`config.mk`:
```
export PLATFORM = sky130hd
export DESIGN_NAME = dfx_mailbox_bridge
export DESIGN_NICKNAME = d
export VERILOG_FILES = /design/src/rtl/dfx_mailbox_pkg.sv /design/src/rtl/dfx_mailbox_channel.sv /design/src/rtl/dfx_mailbox_bridge.sv
export SDC_FILE = /design/constraint.sdc
export NUM_CORES = 1
export LEC_CHECK = 0
export BUFFER_PORTS_ARGS = -buffer_cell sky130_fd_sc_hd__buf_2
export CORE_MARGIN = 3
export CORE_UTILIZATION = 55
export CTS_BUF_LIST = sky130_fd_sc_hd__clkbuf_16
export DETAILED_ROUTE_END_ITERATION = 16
export GPL_TIMING_DRIVEN = 0
export PLACE_DENSITY = 0.79
export SYNTH_ARGS = -nofsm -noshare
export SYNTH_HDL_FRONTEND = slang
export SYNTH_SLANG_ARGS = --single-unit
export TNS_END_PERCENT = 10
```
`constraint.sdc`:
```
create_clock -name AxiBusClock -period 3.75 [get_ports AxiBusClock]
set_clock_uncertainty 0.15 [all_clocks]
set_input_delay 0.5625 -clock AxiBusClock [delete_from_list [all_inputs] [get_ports AxiBusClock]]
set_output_delay 0.5625 -clock AxiBusClock [all_outputs]
set_load 0.05 [all_outputs]
```
`src/rtl/dfx_mailbox_pkg.sv`:
```
// Shared constants and types for the host/MCU mailbox bridge: register map,
// status bit positions, AXI response codes, FSM states and address decode types.
package dfx_mailbox_pkg;

    localparam logic [1:0] RESP_OKAY   = 2'b00;
    localparam logic [1:0] RESP_SLVERR = 2'b10;
    localparam logic [1:0] RESP_DECERR = 2'b11;

    // Word offsets inside a channel's 16-byte window
    localparam logic [1:0] OFF_IN_DATA  = 2'd0;
    localparam logic [1:0] OFF_OUT_DATA = 2'd1;
    localparam logic [1:0] OFF_STATUS   = 2'd2;
    localparam logic [1:0] OFF_RSVD     = 2'd3;

    localparam logic [11:0] ADDR_ID     = 12'h400;
    localparam logic [11:0] ADDR_IRQ_EN = 12'h404;
    localparam logic [31:0] ID_BASE     = 32'h4D42_0000;

    localparam int ST_IN_FULL    = 0;
    localparam int ST_OUT_FULL   = 1;
    localparam int ST_IN_TIMEOUT = 2;

    typedef enum logic {W_IDLE, W_RESP} wr_state_e;
    typedef enum logic {R_IDLE, R_DATA} rd_state_e;

    typedef enum logic [2:0] {
        DEC_IN, DEC_OUT, DEC_STATUS, DEC_RSVD, DEC_ID, DEC_IRQ_EN, DEC_ERR
    } dec_kind_e;

    typedef struct packed {
        dec_kind_e  kind;
        logic [5:0] ch;
    } dec_t;

    function automatic logic [31:0] strb_merge(input logic [31:0] old_w,
                                               input logic [31:0] new_w,
                                               input logic [3:0]  strb);
        logic [31:0] r;
        for (int i = 0; i < 4; i++)
            r[8*i +: 8] = strb[i] ? new_w[8*i +: 8] : old_w[8*i +: 8];
        return r;
    endfunction

endpackage

```
`src/rtl/dfx_mailbox_channel.sv`:
```
// One mailbox channel: inbound/outbound word, FULL flags, sticky inbound timeout.
// Latency: flags update one cycle after the causing write/read/handshake.
// Backpressure: inbound valid is IN_FULL; outbound ready is registered ~OUT_FULL.
module dfx_mailbox_channel
    import dfx_mailbox_pkg::*;
#(
    parameter int TIMEOUT_CYC = 1024
) (
    input  logic        clk,
    input  logic        rst_n,
    input  logic        in_wr,
    input  logic [31:0] wr_data,
    input  logic [3:0]  wr_strb,
    input  logic        tmo_clr,
    input  logic        out_rd,
    output logic [31:0] mcu_in_data,
    output logic        mcu_in_valid,
    input  logic        mcu_in_ready,
    input  logic [31:0] mcu_out_data,
    input  logic        mcu_out_valid,
    output logic        mcu_out_ready,
    output logic        in_full,
    output logic        out_full,
    output logic        in_timeout,
    output logic [31:0] out_word
);

    localparam logic [15:0] TMO = 16'(TIMEOUT_CYC);

    logic [31:0] in_word;
    logic [15:0] cnt;
    logic        out_rdy;
    logic        out_hs;
    logic        out_full_n;
    logic        tmo_set;

    assign out_hs     = mcu_out_valid && out_rdy;
    assign tmo_set    = in_full && (cnt == TMO - 16'd1);
    // A host read only clears when full; a push is only taken when empty, so the two never collide
    assign out_full_n = out_hs ? 1'b1 : (out_rd ? 1'b0 : out_full);

    always_ff @(posedge clk or negedge rst_n) begin
        if (!rst_n) begin
            in_word    <= '0;
            in_full    <= 1'b0;
            out_word   <= '0;
            out_full   <= 1'b0;
            out_rdy    <= 1'b0;
            cnt        <= '0;
            in_timeout <= 1'b0;
        end else begin
            if (in_wr && !in_full) begin
                in_word <= strb_merge(in_word, wr_data, wr_strb);
                in_full <= 1'b1;
            end else if (in_full && mcu_in_ready) begin
                in_full <= 1'b0;
            end
            if (out_hs)
                out_word <= mcu_out_data;
            out_full <= out_full_n;
            out_rdy  <= !out_full_n;
            if (!in_full)
                cnt <= '0;
            else if (cnt != TMO)
                cnt <= cnt + 16'd1;
            in_timeout <= tmo_set | (in_timeout & ~tmo_clr);
        end
    end

    assign mcu_in_data   = in_word;
    assign mcu_in_valid  = in_full;
    assign mcu_out_ready = out_rdy;

endmodule

```
`src/rtl/dfx_mailbox_bridge.sv`:
```
// AXI4-Lite slave exposing NUM_CH host<->MCU mailboxes plus ID/IRQ_EN registers.
// Latency: bvalid 2 cycles after last of AW/W accepted; rvalid 1 cycle after AR.
// Backpressure: one outstanding write and one read; ready low until response taken.
module dfx_mailbox_bridge
    import dfx_mailbox_pkg::*;
#(
    parameter int NUM_CH      = 4,
    parameter int TIMEOUT_CYC = 1024,
    parameter int ADDR_W      = 12
) (
    input  logic                 AxiBusClock,
    input  logic                 xAxiBusReset_n,
    input  logic [ADDR_W-1:0]    s_axi_awaddr,
    input  logic                 s_axi_awvalid,
    output logic                 s_axi_awready,
    input  logic [31:0]          s_axi_wdata,
    input  logic [3:0]           s_axi_wstrb,
    input  logic                 s_axi_wvalid,
    output logic                 s_axi_wready,
    output logic [1:0]           s_axi_bresp,
    output logic                 s_axi_bvalid,
    input  logic                 s_axi_bready,
    input  logic [ADDR_W-1:0]    s_axi_araddr,
    input  logic                 s_axi_arvalid,
    output logic                 s_axi_arready,
    output logic [31:0]          s_axi_rdata,
    output logic [1:0]           s_axi_rresp,
    output logic                 s_axi_rvalid,
    input  logic                 s_axi_rready,
    output logic [NUM_CH*32-1:0] mcu_in_data,
    output logic [NUM_CH-1:0]    mcu_in_valid,
    input  logic [NUM_CH-1:0]    mcu_in_ready,
    input  logic [NUM_CH*32-1:0] mcu_out_data,
    input  logic [NUM_CH-1:0]    mcu_out_valid,
    output logic [NUM_CH-1:0]    mcu_out_ready,
    output logic                 host_irq
);

    function automatic dec_t decode(input logic [ADDR_W-1:2] a);
        dec_t d;
        d.kind = DEC_ERR;
        d.ch   = a[9:4];
        if (a[ADDR_W-1:10] == '0) begin
            if (int'(a[9:4]) < NUM_CH) begin
                case (a[3:2])
                    OFF_IN_DATA:  d.kind = DEC_IN;
                    OFF_OUT_DATA: d.kind = DEC_OUT;
                    OFF_STATUS:   d.kind = DEC_STATUS;
                    OFF_RSVD:     d.kind = DEC_RSVD;
                endcase
            end
        end else if ({a, 2'b00} == ADDR_W'(ADDR_ID)) begin
            d.kind = DEC_ID;
        end else if ({a, 2'b00} == ADDR_W'(ADDR_IRQ_EN)) begin
            d.kind = DEC_IRQ_EN;
        end
        return d;
    endfunction

    logic unused_addr_lsb;
    assign unused_addr_lsb = ^{s_axi_awaddr[1:0], s_axi_araddr[1:0]};

    wr_state_e w_state, w_state_n;
    rd_state_e r_state, r_state_n;
    logic aw_held, w_held, aw_held_n, w_held_n;
    logic aw_rdy, w_rdy, aw_rdy_n, w_rdy_n, ar_rdy, ar_rdy_n, ar_hs, commit;
    logic [ADDR_W-1:2] aw_addr_q;
    logic [31:0] w_data_q, rdata_q, rdata_n;
    logic [3:0]  w_strb_q;
    logic [1:0]  bresp_q, bresp_n, rresp_q, rresp_n;
    logic [NUM_CH-1:0] irq_en, irq_en_n, in_wr, st_wr, out_rd;
    logic [NUM_CH-1:0] in_full, out_full, in_timeout;
    logic [31:0] out_word [NUM_CH];
    logic host_irq_q, irq_en_wr;
    dec_t wdec, rdec;

    assign wdec  = decode(aw_addr_q);
    assign rdec  = decode(s_axi_araddr[ADDR_W-1:2]);
    assign ar_hs = ar_rdy && s_axi_arvalid;

    always_comb begin
        w_state_n = w_state;
        aw_held_n = aw_held;
        w_held_n  = w_held;
        commit    = 1'b0;
        case (w_state)
            W_IDLE: begin
                // Commit happens the cycle after both halves are captured
                if (aw_held && w_held) begin
                    commit    = 1'b1;
                    aw_held_n = 1'b0;
                    w_held_n  = 1'b0;
                    w_state_n = W_RESP;
                end else begin
                    if (aw_rdy && s_axi_awvalid) aw_held_n = 1'b1;
                    if (w_rdy && s_axi_wvalid)   w_held_n  = 1'b1;
                end
            end
            W_RESP: if (s_axi_bready) w_state_n = W_IDLE;
        endcase
        aw_rdy_n = (w_state_n == W_IDLE) && !aw_held_n;
        w_rdy_n  = (w_state_n == W_IDLE) && !w_held_n;
    end

    always_comb begin
        in_wr     = '0;
        st_wr     = '0;
        bresp_n   = (wdec.kind == DEC_ERR) ? RESP_DECERR : RESP_OKAY;
        irq_en_wr = commit && (wdec.kind == DEC_IRQ_EN);
        irq_en_n  = irq_en;
        for (int i = 0; i < NUM_CH; i++)
            if (w_strb_q[i/8]) irq_en_n[i] = w_data_q[i];
        for (int c = 0; c < NUM_CH; c++) begin
            if (wdec.ch == 6'(c)) begin
                if (wdec.kind == DEC_IN) begin
                    in_wr[c] = commit;
                    if (in_full[c]) bresp_n = RESP_SLVERR;
                end
                if (wdec.kind == DEC_STATUS) st_wr[c] = commit;
            end
        end
    end

    always_comb begin
        r_state_n = r_state;
        case (r_state)
            R_IDLE: if (ar_hs) r_state_n = R_DATA;
            R_DATA: if (s_axi_rready) r_state_n = R_IDLE;
        endcase
        ar_rdy_n = (r_state_n == R_IDLE);
        out_rd   = '0;
        rdata_n  = '0;
        rresp_n  = RESP_OKAY;
        case (rdec.kind)
            DEC_ID:     rdata_n = ID_BASE | 32'(NUM_CH);
            DEC_IRQ_EN: rdata_n = 32'(irq_en);
            DEC_ERR:    rresp_n = RESP_DECERR;
            default:    ;
        endcase
        for (int c = 0; c < NUM_CH; c++) begin
            if (rdec.ch == 6'(c)) begin
                if (rdec.kind == DEC_STATUS)
                    rdata_n = {29'd0, in_timeout[c], out_full[c], in_full[c]};
                if (rdec.kind == DEC_OUT) begin
                    rdata_n   = out_full[c] ? out_word[c] : 32'd0;
                    out_rd[c] = ar_hs;
                end
            end
        end
    end

    always_ff @(posedge AxiBusClock or negedge xAxiBusReset_n) begin
        if (!xAxiBusReset_n) begin
            w_state    <= W_IDLE;
            r_state    <= R_IDLE;
            aw_held    <= 1'b0;
            w_held     <= 1'b0;
            aw_rdy     <= 1'b0;
            w_rdy      <= 1'b0;
            ar_rdy     <= 1'b0;
            aw_addr_q  <= '0;
            w_data_q   <= '0;
            w_strb_q   <= '0;
            bresp_q    <= RESP_OKAY;
            rresp_q    <= RESP_OKAY;
            rdata_q    <= '0;
            irq_en     <= '0;
            host_irq_q <= 1'b0;
        end else begin
            w_state <= w_state_n;
            r_state <= r_state_n;
            aw_held <= aw_held_n;
            w_held  <= w_held_n;
            aw_rdy  <= aw_rdy_n;
            w_rdy   <= w_rdy_n;
            ar_rdy  <= ar_rdy_n;
            if (aw_rdy && s_axi_awvalid) aw_addr_q <= s_axi_awaddr[ADDR_W-1:2];
            if (w_rdy && s_axi_wvalid) begin
                w_data_q <= s_axi_wdata;
                w_strb_q <= s_axi_wstrb;
            end
            if (commit) bresp_q <= bresp_n;
            if (ar_hs) begin
                rdata_q <= rdata_n;
                rresp_q <= rresp_n;
            end
            if (irq_en_wr) irq_en <= irq_en_n;
            host_irq_q <= |((out_full | in_timeout) & irq_en);
        end
    end

    for (genvar c = 0; c < NUM_CH; c++) begin : g_ch
        dfx_mailbox_channel #(.TIMEOUT_CYC(TIMEOUT_CYC)) u_ch (
            .clk           (AxiBusClock),
            .rst_n         (xAxiBusReset_n),
            .in_wr         (in_wr[c]),
            .wr_data       (w_data_q),
            .wr_strb       (w_strb_q),
            .tmo_clr       (st_wr[c] && w_data_q[ST_IN_TIMEOUT] && w_strb_q[0]),
            .out_rd        (out_rd[c]),
            .mcu_in_data   (mcu_in_data[c*32 +: 32]),
            .mcu_in_valid  (mcu_in_valid[c]),
            .mcu_in_ready  (mcu_in_ready[c]),
            .mcu_out_data  (mcu_out_data[c*32 +: 32]),
            .mcu_out_valid (mcu_out_valid[c]),
            .mcu_out_ready (mcu_out_ready[c]),
            .in_full       (in_full[c]),
            .out_full      (out_full[c]),
            .in_timeout    (in_timeout[c]),
            .out_word      (out_word[c])
        );
    end

    assign s_axi_awready = aw_rdy;
    assign s_axi_wready  = w_rdy;
    assign s_axi_bvalid  = (w_state == W_RESP);
    assign s_axi_bresp   = bresp_q;
    assign s_axi_arready = ar_rdy;
    assign s_axi_rvalid  = (r_state == R_DATA);
    assign s_axi_rdata   = rdata_q;
    assign s_axi_rresp   = rresp_q;
    assign host_irq      = host_irq_q;

endmodule

```
[After elaboration in Yosys (flattened, before gate mapping)]
Cells that the tools add are included.
W data, S select, Z words.
Storage, ports and cells
  bits in registers: 430
  input bits: 203
  output and inout port bits: 178
  word-level logic and storage cells: 278
Cells by class
  add/subtract/negate cells: 4
  order comparisons: 2
  equality and inequality tests: 36
  mux-type cells: 93
  bitwise operators: 18
  reductions and logical operators: 70
Operators with widths (number)
  $mux W32: 16
  $mux W16: 8
  $add A16 B1 Y16 const B: 4
  $eq A16 B10 Y1 const B: 4
  $ne A16 B11 Y1 const B: 4
  $pmux W31 S2: 1
  $mux W1: 42
  $eq A10 B9 Y1 const B: 4
  $mux W2: 18
  $reduce_and A2 Y1: 17
  $logic_and A1 B1 Y1: 31
  $eq A6 B2 Y1 const B: 4
  $pmux W3 S4: 2
  $eq A3 B3 Y1 const B: 5
  $eq A6 B1 Y1 const B: 2
  $logic_not A6 Y1: 2
  $lt A6 B3 Y1 const B: 2
  $mux W3: 4
  $logic_not A1 Y1: 10
  $eq A2 B2 Y1 const B: 4
  $logic_not A2 Y1: 4
  $ne A2 B2 Y1 const B: 4
  $not A1 Y1: 8
  $reduce_bool A2 Y1: 4
  10 further kinds: 19

[Logic depth before layout (Yosys ltp)]
Gate-level depths: netlist (run 1).
  depth in word-level cells: 18
  depth in mapped cells: 8
  mapped depth without buffers: 7

[Modules after synthesis]
A second synthesis (run 1) with hierarchy kept.
Second synthesis, totals
  cells, all modules: 1387
  area total of the unflattened synthesis: 18285.0 um^2
By module, submodules not included
  dfx_mailbox_channel: instances 4, cells each 236, area each 3388.2 um^2, seq. area each 2102.0 um^2
  dfx_mailbox_bridge: instances 1, cells each 443, area each 4732.0 um^2, seq. area each 2327.2 um^2

[Worst setup path after synthesis (run 1)]
Ideal clock, no wire load.
  path kind: flip-flop to flip-flop
  from: register w_state (netlist: s_axi_bvalid)
  to: register irq_en[0]
  library setup time: 0.125 ns
  arrival: 2.060 ns
  required time: 3.475 ns
  setup slack: 1.415 ns
  stages on the path, launching flop included: 6
  path buffers: 1
  period minus slack after synthesis: 2.335 ns
  path through: dfrtp_1 -> and3b_1 -> buf_2 -> or4bb_1 -> nor2_1 -> mux2_2
Between the ends
  word-level cells in the longest chain between the ends: 3
Ends and longest elaborated chain
  from (decl): line dfx_mailbox_bridge.sv:63  | wr_state_e w_state, w_state_n;
  from (signal assigned): line dfx_mailbox_bridge.sv:170  | w_state <= w_state_n;
  $mux W1: line dfx_mailbox_bridge.sv:86  | case (w_state)
  $logic_and A1 B1 Y1: line dfx_mailbox_bridge.sv:109  | irq_en_wr = commit && (wdec.kind == DEC_IRQ_EN);
  $reduce_and A2 Y1 (no source line)
  to (signal assigned): line dfx_mailbox_bridge.sv:187  | if (irq_en_wr) irq_en <= irq_en_n;
  to (decl): line dfx_mailbox_bridge.sv:71  | logic [NUM_CH-1:0] irq_en, irq_en_n, in_wr, st_wr, out_rd;
No other way between the ends.
A chain may end at the register's enable or synchronous reset.

[Worst setup path after layout (run 1)]
  from: input s_axi_araddr[9]
  to: register rdata_q[26] (netlist: s_axi_rdata[26])
Between the ends
  word-level cells in the longest chain between the ends: 18
  elaborated cells on any way between the ends: 28
  those cells by class: order compare: 1; eq/ne: 9; mux: 17; reduce/logical: 1
Ends and longest elaborated chain
  from (decl): line dfx_mailbox_bridge.sv:23  | input logic [ADDR_W-1:0] s_axi_araddr,
  parallel branches: the longest is 17 deep, another holds $lt A6 B3 Y1
  $mux W32 *: line dfx_mailbox_bridge.sv:141  | if (rdec.ch == 6'(c)) begin
  to (signal assigned): line dfx_mailbox_bridge.sv:184  | rdata_q <= rdata_n;
  to (decl): line dfx_mailbox_bridge.sv:68  | logic [31:0] w_data_q, rdata_q, rdata_n;
Mark *: on every way between the ends.

==> impl_metrics.tcl, run 1 <==
set metrics [dict create \
    drt_iter0_markers 722 \
    port_buffers 375 \
    ant_nets 0 \
    synth-edff-count 0 \
    dp_hpwl_mm 35.09 \
    grt.total_usage_pct 27.14 \
    avgRoutedWirePerCell_um 21.29 \
    cts-resized-gates 0 \
    r2r_setup_slack_ns 0.89 \
    num-nets-final 2003 \
    start_util_pct 56.67 \
    gp_congestion 0.9079 \
    final.min_clock_period_ns 2.960 \
    placed_area_mm2 0.02067 \
    clk_pin_slew_worst_paths_ns 0.06 \
    r2r-start "g_ch[2].u_ch.out_full$_DFF_PN0_" \
    startpoint "s_axi_araddr[9]" \
    coreArea_mm2 0.03204 \
    syn_area_per_cell_um2 13.28 \
    final_cell_mix "dfrtp_1, buf_2, mux2_2" \
    postLayoutCoreUtil_pct 68.87 \
    totalPowerFinal_mw 12.06 \
    min_delay_worst_endpoint "g_ch[0].u_ch.out_word[16]$_DFFE_PN0P_" \
    via_per_inst 5.717 \
    grt_setup_unrepaired "no" \
    fin_crit_sh_pct 78.92 \
    cts_tree "done" \
    ys_seq_area_share_pct 59.12 \
    synth_top_area_cell "dfrtp_1" \
    maxCapViolCount 0 \
    cp.required_ns 4.06 \
    synth_area_mm2 0.01816 \
    ys.flop_type "dfrtp_1" \
    cts_root_buffer "clkbuf_16" \
    cts_setup_buffers 0 \
    synth_top_cell_area_share_pct 59.12 \
    grt_max_degree 128 \
    relSlewSlack_pct 17.86 \
    dr.pass1.iters 5 \
    overflow 0 \
    cp_max_fo 10 \
    powerDensity_mw_per_mm2 546.4 \
    hp-start "mcu_out_data[16]" \
    final_common_cell "dfrtp_1" \
    hold_viol 0 \
    peakVddDrop_mv 0.4718 \
    critPathLaunchType "input pin" \
    cts.sinks 429 \
    fillerInstances 2396 \
    final_cell_area_mm2 0.02207 \
    synth_nets 1578 \
    reg2reg_depth 6 \
    ys_warn_count 0 \
    worstSkewPairLatency_ns 0.56 \
    vias 13020 \
    cp-end-kind "flop" \
    synth_cell_types 61 \
    ys_ff_latch 429 \
    hold_path_class "input pin to flop" \
    slew_violations 0 \
    cp.arrival_ns 3.27 \
    r2r-end "s_axi_rdata[2]$_DFFE_PN0P_" \
    grt_pass1_wl_mm 76.31 \
    outcome "complete, no violations" \
    syn_inst 1367 \
    syn_to_final_growth_pct 21.54 \
    cts.path.max_buffers 3 \
    die_x_um 187.7 \
    power.leakage_nw 11.09 \
    layout-drive-gt1-share_pct 42.47 \
    ios 381 \
    grt_pass1_vias 13710 \
    async_flop_share_pct 100.0 \
    rows 65 \
    fmax_mhz 337.9 \
    drc 0 \
    setup_viol 0 \
    cts-htree-levels 2 \
    grt_antenna_before_repair 16 \
    die_area_mm2 0.03523 \
    critical_path_class "input pin to flop" \
    holdPathStages 2 \
    tightest_slew_ns 1.221 \
    final.setup.tns_ns 0 \
    die_h_um 187.7 \
    numCtsBuffers 44 \
    wl_mm 48.48 \
    yosys-top-cells-area "dfrtp_1, mux2_2, a22oi_1" \
]
==> sequential cells by signal, summed over array words and instances, names as in the netlist, 2 cells and up <==
| register | cells |
|---|---|
| aw_addr_q | 10 |
| g_ch.u_ch.cnt | 64 |
| g_ch.u_ch.in_full | 4 |
| g_ch.u_ch.in_timeout | 4 |
| g_ch.u_ch.mcu_in_data | 128 |
| g_ch.u_ch.mcu_out_ready | 4 |
| g_ch.u_ch.out_full | 4 |
| g_ch.u_ch.out_word | 128 |
| irq_en | 4 |
| s_axi_bresp | 2 |
| s_axi_rdata | 32 |
| w_data_q | 32 |
| w_strb_q | 4 |
==> routing by layer <==
| layer | part of all wire [%] | wire (um) | GRT usage [%] |
|---|---|---|---|
| met4 | 3.6 | 1759 | 9.610 |
| met5 | 0.13 | 61 | 0 |
| met3 | 8.8 | 4256 | 8.020 |
| met2 | 48 | 23510 | 45.58 |
| met1 | 39 | 18900 | 33.61 |
==> cell type report <==
type                            instances  area, um^2  area share [%]
Sequential cell                       429       10740           48.64
Multi-Input combinational cell        849        7043           31.91
Timing Repair Buffer                  379        1979           8.969
Clock buffer                           45        1126           5.103
Tap cell                              435       544.3           2.466
Buffer                                 69       304.0           1.378
Clock inverter                         36       224.0           1.015
Inverter                               20       75.07          0.3402
Antenna cell                           15       37.54          0.1701
==> cells in the mapped netlist, types with 3 or more instances <==
cell        n
a21oi_1    31
nand2b_1   10
or3_1      10
a21boi_0   15
a211o_1     4
nand2_2     8
buf_4       9
mux2i_1     4
mux2_1      7
inv_1      20
or4_1       4
clkbuf_1   41
nor4b_1     4
nand3_1    28
a31oi_1     4
dfrtp_1   429
a222oi_1    4
a22o_1      6
buf_1      10
nand4b_1    6
and4_1      3
o21ai_0    31
nand3b_1    9
nor2b_1    10
ha_1        8
xor2_1     13
buf_2       9
nor3_2      4
nand4_1    20
and3_1     12
xnor2_1    33
o32a_1      4
a32oi_1     3
a22oi_1    48
nor4_1      7
nor2_1     33
a21o_1     27
o211ai_1    3
nor3_1     13
mux2_2    301
o31ai_1     3
nand2_1    48
and2_1     52
==> kinds of logic after synthesis <==
group,share of synthesized area (%)
AOI/OAI and AO/OA,7.380
buffers and inverters,2.088
muxes,19.45
DFF,59.12
and+or+nand+nor,9.192
xor gates and xnor gates,2.219
adders and majority gates,0.5513
==> report_power, final <==
part           internal [mW]  total (mW)  leakage [nW]  switching (mW)
combinational          0.904        1.91          4.83            1.01
sequential              5.45        6.08          5.56           0.633
clock                   2.26        4.07         0.704            1.81
==> worst max path at each step <==
stage	endpoint	slack (ns)	cells after the start
after floorplan	irq_en[0]$_DFFE_PN0P_	1.42	5
after global placement	g_ch[1].u_ch.mcu_in_data[8]$_DFFE_PN0P_	-6.34	1
after detailed placement	s_axi_rdata[26]$_DFFE_PN0P_	0.34	7
after CTS	g_ch[1].u_ch.mcu_in_data[10]$_DFFE_PN0P_	0.86	5
after global routing	s_axi_rdata[24]$_DFFE_PN0P_	0.62	7
final	s_axi_rdata[26]$_DFFE_PN0P_	0.79	7
==> timing repair <==
item                       in CTS  in global routing
hold buffers                    1                  0
setup endpoints to repair       0                  0
hold endpoints to repair       76                  0
==> through the flow <==
step | hold slack [ns] | cells | setup slack, ns
floorplan | 0.1169 | 1367 | 1.415
global placement | 0.2978 | 2177 | -6.341
detailed placement | 0.3015 | 2180 | 0.3390
CTS | 0.06353 | 2262 | 0.8622
global route | 0.06946 | 2273 | 0.6241
finish | 0.08667 | 2277 | 0.7904
==> critical path, stage by stage <==
cell and delay [ns]:
buf_2 0.10, nor4_1 0.79, buf_2 0.35, nand3b_1 0.18, nor4_1 1.02, a21oi_1 0.11, o21ai_0 0.14
Power figures use the tool's default switching activity.
==> inputs of run 2 (changes only) <==
--- a/config.mk
+++ b/config.mk
@@ -5,13 +5,14 @@
 export SDC_FILE = /design/constraint.sdc
 export NUM_CORES = 1
 export LEC_CHECK = 0
+export ABC_AREA = 1
 export BUFFER_PORTS_ARGS = -buffer_cell sky130_fd_sc_hd__buf_2
 export CORE_MARGIN = 3
-export CORE_UTILIZATION = 55
+export CORE_UTILIZATION = 50
 export CTS_BUF_LIST = sky130_fd_sc_hd__clkbuf_16
 export DETAILED_ROUTE_END_ITERATION = 16
 export GPL_TIMING_DRIVEN = 0
-export PLACE_DENSITY = 0.79
+export PLACE_DENSITY = 0.76
 export SYNTH_ARGS = -nofsm -noshare
 export SYNTH_HDL_FRONTEND = slang
 export SYNTH_SLANG_ARGS = --single-unit
==> constraint.sdc (replaced) <==
create_clock -name AxiBusClock -period 2.7 [get_ports AxiBusClock]
set_clock_uncertainty 0.15 [all_clocks]
set_input_delay 0.405 -clock AxiBusClock [delete_from_list [all_inputs] [get_ports AxiBusClock]]
set_output_delay 0.405 -clock AxiBusClock [all_outputs]
set_load 0.05 [all_outputs]
==> run 2 against run 1 <==
Net effect:
- final cell count grew 35%
- sequential share of layout area decreased by 4.3 points
- critical endpoint is now g_ch[1].u_ch.mcu_in_data[6]$_DFFE_PN0P_
- critical path type is now flop to flop
- power up 29%
- flip-flop and latch count is the same
- worst hold slack worse by 0.025 ns
- sequential power increased by 18%
- register-to-register slack got worse by 0.74 ns
- highest routed layer is now met4
==> impl_metrics.tcl, run 2 <==
set metrics [dict create \
    num-nets-final 2789 \
    clk_pin_slew_worst_paths_ns 0.06 \
    grt_setup_unrepaired "no" \
    via_per_inst 5.419 \
    fmax_mhz 392.7 \
    maxCapViolCount 0 \
    synth-edff-count 0 \
    cts.path.max_buffers 3 \
    cp.arrival_ns 2.84 \
    synth-simple-area-share_pct 18.46 \
    final_common_cell "nand2_1" \
    rows 69 \
    syn_to_final_growth_pct 31.49 \
    dp_slack_ns 0.05736 \
    avgRoutedWirePerCell_um 19.50 \
    cts_tree "done" \
    critical_path_class "flop to flop" \
    synthMostInstantiatedCell "nand2_1" \
    yosys-top-cells-area "dfrtp_1, nand2_1, o21ai_0" \
    synthTopCellsByCount "nand2_1, dfrtp_1, inv_1" \
    grt_antenna_before_repair 3 \
    dp_hpwl_mm 40.39 \
    die_area_mm2 0.03915 \
    synth_top_cell_area_share_pct 58.33 \
    grt_pass1_vias 17300 \
    synth_top_area_cell "dfrtp_1" \
    crit_buf_inv 2 \
    setup_viol 0 \
    relSlewSlack_pct 40.45 \
    grt.total_usage_pct 30.67 \
    die_x_um 197.9 \
    power.leakage_nw 12.45 \
    cp.required_ns 2.99 \
    crit_path_frequent_cell "nand2_2" \
    peakVddDrop_mv 0.5749 \
    slowest_delay_ns 0.45 \
    setup_ws_ns 0.1535 \
    grt_pass1_wl_mm 93.98 \
    final.min_clock_period_ns 2.547 \
    fin_crit_sh_pct 94.32 \
    totalPowerFinal_mw 15.50 \
    synth_xor_area_share_pct 0.2379 \
    die_h_um 197.9 \
    dr.pass1.iters 8 \
    cts-htree-levels 2 \
    fillerInstances 2678 \
    cp_top_family "simple AND/OR/NAND/NOR gates" \
    gp_congestion 0.9329 \
    ys_seq_area_share_pct 58.33 \
    vias 16680 \
    path_cells "inv_1 -> nand2_2 -> nor2_4 -> nand2_2 -> nor2_2 -> nand2_4 -> nor3_4 -> nand2_2 -> buf_2 -> nand2_1 -> o21ai_0" \
    synth_top_family_by_area "simple AND/OR/NAND/NOR gates" \
    drt_iter0_markers 1328 \
    synth_area_mm2 0.01841 \
    muxShareOfSynthArea_pct 2.325 \
    grt_max_degree 121 \
    critPathLaunchType "flop" \
    ys.flop_type "dfrtp_1" \
    async_flop_share_pct 100.0 \
    ios 381 \
    seq_area_mm2 0.01074 \
    tightest_slew_ns 0.8932 \
    ys_ff_latch 429 \
    slew_violations 0 \
    numCtsBuffers 45 \
    outcome "complete, no violations" \
    port_buffers 376 \
    hold_ws_ns 0.06176 \
    wl_mm 60.01 \
    cp-end-kind "flop" \
    overflow 0 \
    ys_warn_count 0 \
    drc 0 \
    synth-compound-area-share_pct 13.49 \
    layout-drive-gt1-share_pct 23.31 \
    slowest_stage "nor3_4" \
    start_util_pct 51.25 \
    hold_path_class "input pin to flop" \
    hold_viol 0 \
    multi_input_area_mm2 0.006457 \
    coreArea_mm2 0.03591 \
    worstSkewPairLatency_ns 0.58 \
    ant_nets 0 \
    synth_cell_types 52 \
    cp_max_fo 10 \
    final_cell_mix "nand2_1, dfrtp_1, buf_2" \
    syn_inst 1970 \
    synth_nets 2181 \
    powerDensity_mw_per_mm2 640.6 \
    cts.sinks 429 \
    cts_root_buffer "clkbuf_16" \
    syn_area_per_cell_um2 9.343 \
    synth_fa_ha_area_share_pct 0.5438 \
]
run 2: cell count changes after synthesis, moves of 20 or more:
| cell | before | now |
|---|---|---|
| nand2_1 | 48 | 466 |
| mux2_2 | 301 | 38 |
| inv_1 | 20 | 206 |
| o21ai_0 | 31 | 197 |
| nor2_1 | 33 | 122 |
| a21oi_1 | 31 | 107 |
| o21ai_1 | 0 | 57 |
| and2_1 | 52 | 0 |
| a22oi_1 | 48 | 1 |
| xnor2_1 | 33 | 0 |
| a21o_1 | 27 | 0 |
| nand3_1 | 28 | 50 |
| nand3_2 | 0 | 20 |
| o211ai_2 | 0 | 20 |
run 2: cell type report:
type,instances,area share [%]
sequential,429,44.36
inverter,217,3.366
antenna,8,0.08272
tap,461,2.383
timing repair buffer,561,15.73
clock inverter,31,0.9720
clock buffer,46,4.756
buffer,79,1.670
multi-input combinational,1245,26.68
run 2: logic make-up after synthesis:
family	Yosys count
adders and majority gates	8
xor gates and xnor gates	5
buffers and inverters	296
and+or+nand+nor	756
muxes	38
DFF	429
AOI/OAI and AO/OA	438
run 2: final timing paths:
| kind | from | endpoint | slack [ns] | depth (start not counted) |
|---|---|---|---|---|
| min in group asynchronous | xAxiBusReset_n | g_ch[0].u_ch.cnt[13]$_DFFE_PN0P_ | 0.33 | 2 |
| worst max register to register | aw_addr_q[8]$_DFFE_PN0P_ | g_ch[1].u_ch.mcu_in_data[6]$_DFFE_PN0P_ | 0.15 | 11 |
| worst max-delay path | aw_addr_q[8]$_DFFE_PN0P_ | g_ch[1].u_ch.mcu_in_data[6]$_DFFE_PN0P_ | 0.15 | 11 |
| worst min register to register | g_ch[2].u_ch.out_word[4]$_DFFE_PN0P_ | g_ch[2].u_ch.out_word[4]$_DFFE_PN0P_ | 0.33 | 2 |
| max in group asynchronous | xAxiBusReset_n | g_ch[0].u_ch.mcu_in_data[30]$_DFFE_PN0P_ | 0.58 | 4 |
| worst min-delay path | mcu_out_valid[0] | g_ch[0].u_ch.out_word[31]$_DFFE_PN0P_ | 0.06 | 4 |
run 2: worst reg2reg max path: stages, from the launching register on:
cell	delay (ns)
dfrtp_1	0.37
inv_1	0.08
nand2_2	0.08
nor2_4	0.16
nand2_2	0.10
nor2_2	0.13
nand2_4	0.11
nor3_4	0.45
nand2_2	0.29
buf_2	0.29
nand2_1	0.10
o21ai_0	0.09
run 2: where the power goes:
part / internal, mW / total (mW) / leakage [nW] / switching [mW]
registers: 6.88 / 7.16 / 5.55 / 0.283
clock network: 3.37 / 5.98 / 0.716 / 2.61
logic: 0.695 / 2.36 / 6.19 / 1.67
run 2: metrics by stage:
| stage | TNS [ns] | instances | cell area [um^2] | util (%) |
|---|---|---|---|---|
| CTS | 0 | 3068 | 24150 | 67.26 |
| detailed placement | 0 | 2810 | 20960 | 58.35 |
| global placement | -3118.30 | 2807 | 20860 | 58.09 |
| finish | 0 | 3077 | 24200 | 67.38 |
| global route | 0 | 3072 | 24190 | 67.35 |
| floorplan | 0 | 1970 | 18410 | - |
run 2: repair_timing:
item | in CTS | in global routing
resized for setup | 0 | 1
endpoints found under the setup margin | 0 | 6
hold buffers | 181 | 0
endpoints found under the hold margin | 290 | 0
setup buffers | 0 | 1
run 2: per-layer routing:
layer	vias to the layer above	wire (um)	global-route usage, %	part of all wire (%)
li1	7666	-	-	-
met1	7988	22990	37.44	38
met2	832	28880	50.76	48
met3	189	5371	8.457	9.0
met4	0	2770	14.73	4.6
met5	-	0	0	0
